## src/rtl/bram_lsu_if.sv

```systemverilog
// Request/response and RAM port A bundle shared by the LSU and its environment.
// Latency: none (wires only).
// Backpressure: req_valid/req_ready on the request; response and RAM side have none.
// Ports: slave = LSU view (request in, response and RAM commands out, RAM read data in);
//        master = CPU/RAM view (the mirror image).
interface bram_lsu_if #(
  parameter int ADDRESS_BITWIDTH = 16,
  parameter int DATA_BITWIDTH    = 32
);
  logic                        req_valid;
  logic                        req_ready;
  logic                        req_write;
  logic [1:0]                  req_size;
  logic                        req_unsigned;
  logic [ADDRESS_BITWIDTH+1:0] req_address;
  logic [DATA_BITWIDTH-1:0]    req_data;
  logic                        rsp_valid;
  logic [DATA_BITWIDTH-1:0]    rsp_data;
  logic [ADDRESS_BITWIDTH-1:0] ram_address;
  logic [3:0]                  ram_write_enable;
  logic [DATA_BITWIDTH-1:0]    ram_data_out;
  logic [DATA_BITWIDTH-1:0]    ram_data_in;

  modport slave (
    input  req_valid, req_write, req_size, req_unsigned, req_address, req_data,
    output req_ready, rsp_valid, rsp_data,
    output ram_address, ram_write_enable, ram_data_out,
    input  ram_data_in
  );

  modport master (
    output req_valid, req_write, req_size, req_unsigned, req_address, req_data,
    input  req_ready, rsp_valid, rsp_data,
    input  ram_address, ram_write_enable, ram_data_out,
    output ram_data_in
  );
endinterface

```

## src/rtl/bram_lsu.sv

```systemverilog
// Byte/half/word load-store unit in front of port A of a byte-enabled block RAM.
// Latency: rsp_valid 2 cycles after accept, 3 when the access spans two RAM words.
// Backpressure: req_ready only in IDLE (one request in flight); no response backpressure.
// Ports: clk, rst_n (async, active-low); bus (bram_lsu_if.slave) carries the request
//        handshake, the one-cycle response pulse and the RAM port A address/enables/data.
// Option: define BRAM_LSU_MISALIGNED_EN to split word-crossing accesses into two RAM
//         cycles; otherwise offsets are forced to natural alignment and nothing splits.
module bram_lsu #(
  parameter int ADDRESS_BITWIDTH = 16,
  parameter int DATA_BITWIDTH    = 32
) (
  input  logic       clk,
  input  logic       rst_n,
  bram_lsu_if.slave  bus
);

  localparam int AW = ADDRESS_BITWIDTH;

  typedef enum logic [1:0] {IDLE, FIRST, SECOND, DONE} state_t;

  state_t                   state_q;
  logic                     wr_q;
  logic [1:0]               size_q;
  logic                     uns_q;
  logic [1:0]               off_q;
  logic [AW-1:0]            word_q;
  logic                     split_q;
  logic [31:0]              hi_dat_q;
  logic [3:0]               hi_we_q;
  logic [31:0]              low_q;
  logic [AW-1:0]            ram_address_q;
  logic [3:0]               ram_we_q;
  logic [DATA_BITWIDTH-1:0] ram_dout_q;

  // Request decode, evaluated on the live request so the FIRST-cycle RAM
  // command can be registered at the accept edge.
  logic [1:0]  off_d;
  logic [3:0]  nmask_d;
  logic [7:0]  lane_mask_d;
  logic [31:0] byte_mask_d;
  logic [63:0] st_dat_d;
  logic        split_d;
  logic        accept;

  assign accept = bus.req_valid && (state_q == IDLE);

  always_comb begin
    case (bus.req_size)
      2'b00:   nmask_d = 4'b0001;
      2'b01:   nmask_d = 4'b0011;
      default: nmask_d = 4'b1111;
    endcase
`ifdef BRAM_LSU_MISALIGNED_EN
    off_d = bus.req_address[1:0];
`else
    off_d = bus.req_address[1:0];
    if (bus.req_size == 2'b01) begin
      off_d[0] = 1'b0;
    end else if (bus.req_size[1]) begin
      off_d = 2'b00;
    end
`endif
    // Lanes 3:0 belong to the addressed word, 7:4 spill into the next one.
    lane_mask_d = {4'b0000, nmask_d} << off_d;
    byte_mask_d = {{8{nmask_d[3]}}, {8{nmask_d[2]}}, {8{nmask_d[1]}}, {8{nmask_d[0]}}};
    st_dat_d    = {32'd0, bus.req_data & byte_mask_d} << {off_d, 3'b000};
`ifdef BRAM_LSU_MISALIGNED_EN
    split_d = |lane_mask_d[7:4];
`else
    split_d = 1'b0;
`endif
  end

  // Load reassembly: the upper word is whatever the RAM returns in DONE; the
  // lower word is the captured FIRST word for a split access. Only the low
  // 24 bits of the upper word can ever land in the result.
  logic [31:0] lo_word;
  logic [55:0] ld_cat;
  logic [31:0] ld_w;
  logic [31:0] ld_ext;

  always_comb begin
    lo_word = split_q ? low_q : bus.ram_data_in;
    ld_cat  = {bus.ram_data_in[23:0], lo_word};
    case (off_q)
      2'd0:    ld_w = ld_cat[31:0];
      2'd1:    ld_w = ld_cat[39:8];
      2'd2:    ld_w = ld_cat[47:16];
      default: ld_w = ld_cat[55:24];
    endcase
    case (size_q)
      2'b00:   ld_ext = uns_q ? {24'd0, ld_w[7:0]}  : {{24{ld_w[7]}}, ld_w[7:0]};
      2'b01:   ld_ext = uns_q ? {16'd0, ld_w[15:0]} : {{16{ld_w[15]}}, ld_w[15:0]};
      default: ld_ext = ld_w;
    endcase
  end

  always_ff @(posedge clk or negedge rst_n) begin
    if (!rst_n) begin
      state_q       <= IDLE;
      wr_q          <= 1'b0;
      size_q        <= 2'b00;
      uns_q         <= 1'b0;
      off_q         <= 2'b00;
      word_q        <= '0;
      split_q       <= 1'b0;
      hi_dat_q      <= 32'd0;
      hi_we_q       <= 4'b0000;
      low_q         <= 32'd0;
      ram_address_q <= '0;
      ram_we_q      <= 4'b0000;
      ram_dout_q    <= '0;
    end else begin
      case (state_q)
        IDLE: begin
          if (accept) begin
            wr_q          <= bus.req_write;
            size_q        <= bus.req_size;
            uns_q         <= bus.req_unsigned;
            off_q         <= off_d;
            word_q        <= bus.req_address[AW+1:2];
            split_q       <= split_d;
            hi_dat_q      <= st_dat_d[63:32];
            hi_we_q       <= bus.req_write ? lane_mask_d[7:4] : 4'b0000;
            ram_address_q <= bus.req_address[AW+1:2];
            ram_we_q      <= bus.req_write ? lane_mask_d[3:0] : 4'b0000;
            ram_dout_q    <= st_dat_d[31:0];
            state_q       <= FIRST;
          end
        end
        FIRST: begin
          if (split_q) begin
            ram_address_q <= word_q + 1'b1;  // wraps at the top of the RAM
            ram_we_q      <= hi_we_q;
            ram_dout_q    <= hi_dat_q;
            state_q       <= SECOND;
          end else begin
            ram_we_q <= 4'b0000;
            state_q  <= DONE;
          end
        end
        SECOND: begin
          low_q    <= bus.ram_data_in;  // read data of the FIRST word
          ram_we_q <= 4'b0000;
          state_q  <= DONE;
        end
        default: begin
          state_q <= IDLE;
        end
      endcase
    end
  end

  assign bus.req_ready        = (state_q == IDLE);
  assign bus.rsp_valid        = (state_q == DONE);
  assign bus.rsp_data         = (state_q == DONE && !wr_q) ? ld_ext : 32'd0;
  assign bus.ram_address      = ram_address_q;
  assign bus.ram_write_enable = ram_we_q;
  assign bus.ram_data_out     = ram_dout_q;

endmodule

```

## src/flat_wrapper.sv

```systemverilog
// flat-port wrapper written by rule: the top's interface ports become plain ports
module bram_lsu_flat 
#(
  parameter int ADDRESS_BITWIDTH = 16,
  parameter int DATA_BITWIDTH    = 32
)
  (clk, rst_n, bus_req_valid, bus_req_write, bus_req_size, bus_req_unsigned, bus_req_address, bus_req_data, bus_req_ready, bus_rsp_valid, bus_rsp_data, bus_ram_address, bus_ram_write_enable, bus_ram_data_out, bus_ram_data_in);
  bram_lsu_if #(.ADDRESS_BITWIDTH(ADDRESS_BITWIDTH), .DATA_BITWIDTH(DATA_BITWIDTH)) bus_i ();
  input  logic clk;
  input  logic rst_n;
  input wire logic [$bits(bus_i.req_valid)-1:0] bus_req_valid;
  input wire logic [$bits(bus_i.req_write)-1:0] bus_req_write;
  input wire logic [$bits(bus_i.req_size)-1:0] bus_req_size;
  input wire logic [$bits(bus_i.req_unsigned)-1:0] bus_req_unsigned;
  input wire logic [$bits(bus_i.req_address)-1:0] bus_req_address;
  input wire logic [$bits(bus_i.req_data)-1:0] bus_req_data;
  output wire logic [$bits(bus_i.req_ready)-1:0] bus_req_ready;
  output wire logic [$bits(bus_i.rsp_valid)-1:0] bus_rsp_valid;
  output wire logic [$bits(bus_i.rsp_data)-1:0] bus_rsp_data;
  output wire logic [$bits(bus_i.ram_address)-1:0] bus_ram_address;
  output wire logic [$bits(bus_i.ram_write_enable)-1:0] bus_ram_write_enable;
  output wire logic [$bits(bus_i.ram_data_out)-1:0] bus_ram_data_out;
  input wire logic [$bits(bus_i.ram_data_in)-1:0] bus_ram_data_in;
  assign bus_i.req_valid = bus_req_valid;
  assign bus_i.req_write = bus_req_write;
  assign bus_i.req_size = bus_req_size;
  assign bus_i.req_unsigned = bus_req_unsigned;
  assign bus_i.req_address = bus_req_address;
  assign bus_i.req_data = bus_req_data;
  assign bus_req_ready = bus_i.req_ready;
  assign bus_rsp_valid = bus_i.rsp_valid;
  assign bus_rsp_data = bus_i.rsp_data;
  assign bus_ram_address = bus_i.ram_address;
  assign bus_ram_write_enable = bus_i.ram_write_enable;
  assign bus_ram_data_out = bus_i.ram_data_out;
  assign bus_i.ram_data_in = bus_ram_data_in;
  bram_lsu #(.ADDRESS_BITWIDTH(ADDRESS_BITWIDTH), .DATA_BITWIDTH(DATA_BITWIDTH)) u_core (.clk(clk), .rst_n(rst_n), .bus(bus_i));
endmodule
```

## config.mk

```make
export PLATFORM = sky130hd
export DESIGN_NAME = bram_lsu_flat
export DESIGN_NICKNAME = d
export VERILOG_FILES = /design/src/rtl/bram_lsu_if.sv /design/src/rtl/bram_lsu.sv /design/src/flat_wrapper.sv
export SDC_FILE = /design/constraint.sdc
export NUM_CORES = 1
export LEC_CHECK = 0
export ABC_AREA = 1
export BUFFER_PORTS_ARGS = -buffer_cell sky130_fd_sc_hd__buf_2
export CAP_MARGIN = 20
export CELL_PAD_IN_SITES_DETAIL_PLACEMENT = 0
export CELL_PAD_IN_SITES_GLOBAL_PLACEMENT = 1
export CORE_MARGIN = 4
export CORE_UTILIZATION = 33
export CTS_BUF_LIST = sky130_fd_sc_hd__clkbuf_8
export CTS_CLUSTER_DIAMETER = 40
export DETAILED_ROUTE_END_ITERATION = 10
export PLACE_DENSITY_LB_ADDON = 0.12
export SYNTH_ARGS = -nofsm -noshare
export SYNTH_HDL_FRONTEND = slang
export SYNTH_SLANG_ARGS = --single-unit
```

## constraint.sdc

```tcl
create_clock -name clk -period 1.85 [get_ports clk]
set_input_delay 0.2775 -clock clk [delete_from_list [all_inputs] [get_ports clk]]
set_output_delay 0.2775 -clock clk [all_outputs]
set_load 0.01 [all_outputs]
```

* Yosys cells after proc, flatten, opt, wreduce, memory -nomap -nowiden
Cells that the tools add are included.
Operators by class: reduce and logical (&&, ||, !) cells 13, div/mod/pow operators 0, multiplexer cells 18, equality and inequality tests 8, bitwise logic cells 2, add/subtract/negate cells 0, $lt $le $gt $ge 0, shifts and indexed selects 2, $mul 0
Operators with widths (number):
- 32-bit 2-to-1 mux | 5
- 32-bit one-hot mux with 3 select lines | 1
- 32-bit one-hot mux with 2 select lines | 1
- 32-bit bitwise AND | 1
- 16-bit 2-to-1 mux | 2
- 32-bit by 5-bit << shifter with 32-bit output | 1
- 4-bit one-hot mux with 2 select lines | 2
- 2-bit by 1-bit equality test with 1-bit output, second input constant | 4
- 2-bit logical NOT | 4
- 4-bit 2-to-1 mux | 2
- 2-bit equality test, second input constant | 3
- 2-bit 2-to-1 mux | 2
- 2-bit one-hot mux with 2 select lines | 1
- 2-bit AND reduction | 2
- 4-bit by 2-bit << shifter with 4-bit output | 1
- 3-bit AND reduction | 1
- 3-bit nonzero test | 1
- 1-bit logical AND | 2
- 1-bit 2-to-1 mux | 2
- 2-bit by 1-bit != test with 1-bit output, second input constant | 1
- 2-bit nonzero test | 1
- 2-bit OR reduction | 1
- 1-bit logical NOT | 1
- 1-bit NOT | 1
Storage, ports and cells: output and inout port bits 86, RAM bits 0, memories kept 0, input port bits 89, flip-flop bits (word level) 60, latch bits 0, memory bits (read-only) 0

* Logic depth before layout (Yosys ltp)
depth in word-level cells 6, depth in mapped cells 10, mapped depth without buffers 8

* Worst setup path after synthesis
Ideal clock, no wire load.
path type reg2out, start point register u_core.state_q[0], end point output bus_rsp_data[29], stages on the path, launching flop included 9, slack 0.126 ns, arrival time 1.446 ns, cell sequence dfrtp_1 ha_1 inv_1 nor2_2 inv_1 clkbuf_1 a21oi_1 nand2_1 inv_2
On the way: longest elaborated chain between the ends 3
RTL lines:
- from (decl) | line bram_lsu.sv:21 | state_t state_q;
- from (signal assigned) | line bram_lsu.sv:100 | state_q <= IDLE;
- from (signal assigned) | line bram_lsu.sv:128 | state_q <= FIRST;
- from (signal assigned) | line bram_lsu.sv:136 | state_q <= SECOND;
- 2-bit equality test
- net bus_rsp_valid | line flat_wrapper.sv:18 | output wire logic [$bits(bus_i.rsp_valid)-1:0] bus_rsp_valid;
- 1-bit logical AND | line bram_lsu.sv:156 | assign bus.rsp_data = (state_q == DONE && !wr_q) ? ld_ext : 32'd0;
- 32-bit 2-to-1 mux | line bram_lsu.sv:156
- to (decl) | line flat_wrapper.sv:19 | output wire logic [$bits(bus_i.rsp_data)-1:0] bus_rsp_data;
The timed path passes the listed nets, and every way through them passes these cells.

* Final worst setup path
start point register u_core.off_q[1], end point output bus_rsp_data[14]
On the way: longest elaborated chain between the ends 5, elaborated cells between the ends (all ways) 8, classes of those cells eq/ne: 2; mux: 5; reduce/logical: 1
RTL lines:
- from (decl) | line bram_lsu.sv:25 | logic [1:0] off_q;
- from (signal assigned) | line bram_lsu.sv:104 | off_q <= 2'b00;
- from (signal assigned) | line bram_lsu.sv:120 | off_q <= off_d;
- 2-bit equality test, or another cell as far along | line bram_lsu.sv:85 | case (off_q)
- 32-bit one-hot mux with 3 select lines (*) | line bram_lsu.sv:85
- 32-bit 2-to-1 mux (on tied branches) | line bram_lsu.sv:93, bram_lsu.sv:92
- 32-bit one-hot mux with 2 select lines (*) | line bram_lsu.sv:91 | case (size_q)
- 32-bit 2-to-1 mux (*) | line bram_lsu.sv:156
Mark *: on every way between the ends. The rest lies on a longest branch, timed or not.

==> flow_metrics.py <==
metrics = {
    "pwr": {
        "power.density_mw_per_mm2": 1632,
        "vdd_drop_max_mv": 0.6611,
        "combPwrFrac_pct": 62.5,
        "intPower_mw": 5.377,
        "pwr-share-seq_pct": 23.5,
        "clkPwrFrac_pct": 14.1,
        "p_leak_nw": 3.341,
        "p_sw_share_pct": 45.15,
        "switching_power_mw": 4.426,
    },
    "final_layout": {
        "fillers": 1256,
        "post-route-util_pct": 51.92,
        "fin_nets": 887,
        "layout-drive-gt1-share_pct": 41.68,
        "final_common_cell": "nand2_1",
        "final_cell_mix": "nand2_1, buf_2, dfrtp_1, nand3_1, a21oi_1",
        "final_cells": 943,
        "area_growth_pct": 51.92,
    },
    "floorplan": {
        "die_w_um": 117.4,
        "rows": 39,
        "coreArea_mm2": 0.01156,
        "die_area_mm2": 0.01379,
        "initial_core_util_pct": 34.18,
        "die_y_um": 117.4,
        "io_pins": 175,
    },
    "synthesis": {
        "ys_top_cells_by_area": "dfrtp_1, nand2_1, nand3_1",
        "netlist_instances": 601,
        "yosysWarnings": 0,
        "seq_area_frac_synth_pct": 37.99,
        "avgSynthCellArea_um2": 6.577,
        "synth_top_area_cell": "dfrtp_1",
        "synth_cell_types": 25,
        "synth_area_mm2": 0.003953,
        "yosys.area.top_type_share_pct": 37.99,
        "synth_nets": 694,
        "synth_seq_cells": 60,
    },
    "place": {
        "place_congestion": 0.8476,
        "dp_hpwl_um": 10120,
        "dp.cells": 903,
        "pre_cts_ws_ps": -20.74,
        "port_buffers": 174,
    },
    "setup_path": {
        "timing.rr.start": "u_core.state_q[0]",
        "cp_data_arrival_time_ps": 1840,
        "reg2reg_slack_ps": 40,
        "worstPathMaxFanout": 5,
        "reg2reg_depth": 9,
        "crit_required_ps": 1570,
        "worstSetupPathType": "flop to output port",
        "worstSetupStartpointType": "flop",
        "cp-startpoint": "u_core.off_q[1]",
        "worst_r2r_endpoint": "u_core.bus.ram_data_out[31]",
        "endpoint_kind": "output port",
    },
    "global_route": {
        "grt_max_degree": 61,
        "grt_first_pass_wirelength_um": 23780,
        "grt_antenna_before_repair": 1,
        "track_usage_pct": 20.69,
        "gr-total-overflow": 0,
        "grt_pass1_vias": 4740,
    },
    "clock_network": {
        "cts.path.max_buffers": 2,
        "cts.reportedPaths.clkPinSlew_ps": 70,
        "cts_root_buf": "clkbuf_8",
        "clk_latency_ps": 340,
        "numCtsBuffers": 9,
        "cts_tree": "done",
        "clock-sinks": 60,
        "cts-htree-levels": 3,
    },
    "sta": {
        "max_freq_mhz": 471.2,
        "worst_slack_ps": -272.3,
        "fin_skew_ps": 11.88,
        "hold_viol_final": 0,
        "tns_ps": -7044,
        "relSlewSlack_pct": 75.94,
        "maxSlewViolCount": 0,
        "holdWs_ps": 132.0,
        "finalCriticalPeriod_ps": 2122,
        "tightest_slew_ps": 360.9,
        "rsz0062_at_grt": "true",
        "finalSetupViolations": 31,
        "period_share_pct": 114.7,
    },
    "outcome": {
        "violations": "setup timing",
        "outcome": "complete, but fails checks",
    },
    "routing": {
        "drt_wl_total_um": 14930,
        "wl_per_cell_um": 15.83,
        "ant_nets": 0,
        "drt-pass1-iter-count": 4,
        "routed_via_density": 5.047,
        "drt_iter0_drc": 275,
        "num_vias": 4759,
        "remaining_drc_errors": 0,
    },
    "run": {
        "maxCapViolCount": 0,
    },
    "hold_path": {
        "min_path_type": "input pin to flop",
        "min_path_cells": 3,
        "whs_endpoint": "u_core.bus.ram_address[10]",
        "hp-start": "bus_req_address[12]",
    },
}
## cells in the mapped netlist, drive strengths merged
| master | n |
|---|---|
| a21o | 1 |
| a21oi | 49 |
| buf | 19 |
| clkbuf | 19 |
| dfrtp | 60 |
| ha | 4 |
| inv | 40 |
| mux2 | 1 |
| nand2 | 217 |
| nand3 | 69 |
| nor2 | 50 |
| o211ai | 14 |
| o21ai | 49 |
| or2 | 9 |
## sequential cells by signal, summed over array words and instances (netlist names)
register and count:
u_core.state_q 2, u_core.size_q 2, u_core.bus.ram_write_enable 4, u_core.bus.ram_data_out 32
u_core.wr_q 1, u_core.off_q 2, u_core.bus.ram_address 16, u_core.uns_q 1
## layer usage
| metal | wire, µm | track usage (%) | vias to the layer above | share of wire (%) |
|---|---|---|---|---|
| met4 | 257 | 5.279 | 0 | 1.7 |
| met1 | 6619 | 27.53 | 2238 | 44 |
| met5 | 0 | 0 | - | 0 |
| met3 | 999 | 5.534 | 22 | 6.7 |
| li1 | - | - | 2330 | - |
| met2 | 7053 | 33.56 | 169 | 47 |
## metrics by stage
stage / instance area (µm²) / total power [mW]
after floorplan: 3953 / 5.283
after global placement: 5057 / 7.150
after detailed placement: 5057 / 7.220
after CTS: 5654 / 9.301
after global routing: 6005 / 10.65
final: 6005 / 9.802
## final cells by class
class / instances / area [µm²] / area share, %
antenna: 1 / 2.502 / 0.04168
clock buffer: 11 / 151.4 / 2.521
clock inverter: 5 / 83.83 / 1.396
inverter: 40 / 157.7 / 2.626
multi-input combinational: 464 / 2462 / 41.01
sequential: 60 / 1504 / 25.05
tap: 143 / 178.9 / 2.980
timing repair buffer: 219 / 1464 / 24.38
## logic make-up after synthesis
group / Yosys count / share of synthesized area (%)
simple gates: 345 / 36.97
flops: 60 / 37.99
buf+inv: 78 / 8.230
mux: 1 / 0.2849
compound gates: 113 / 15.26
fa+ha+maj: 4 / 1.266
## worst max-delay path: stages, from the launching register on
cell,delay [ps]
dfrtp_2,470
nor2_4,200
nand2_1,90
nand3_2,100
nand3_4,140
buf_4,210
a21oi_1,160
buf_2,150
## worst max-delay path by stage
stage,to,slack (ps),cells after the start
2_1_floorplan,bus_rsp_data[29],130,8
3_3_place_gp,bus_rsp_data[23],-6,8
3_5_place_dp,bus_rsp_data[29],-20,8
4_1_cts,bus_rsp_data[29],-290,8
5_1_grt,bus_rsp_data[23],-350,8
6_report,bus_rsp_data[14],-270,7
## what timing repair did
action | in CTS | in global routing
gates cloned | 3 | 3
setup buffers | 7 | 10
resized for setup | 61 | 57
setup endpoints to repair | 36 | 40
hold endpoints to repair | 60 | 0
hold buffers | 1 | 0
pin swaps | 12 | 28
## power groups by stage
stage / sequential [mW] / clock [mW] / combinational [mW]
floorplan: 2.47 / 0 / 2.81
global placement: 2.28 / 0 / 4.87
detailed placement: 2.29 / 0 / 4.93
CTS: 2.28 / 1.42 / 5.60
global route: 2.38 / 1.47 / 6.80
finish: 2.30 / 1.38 / 6.12
(Power assumes the default switching activity.)
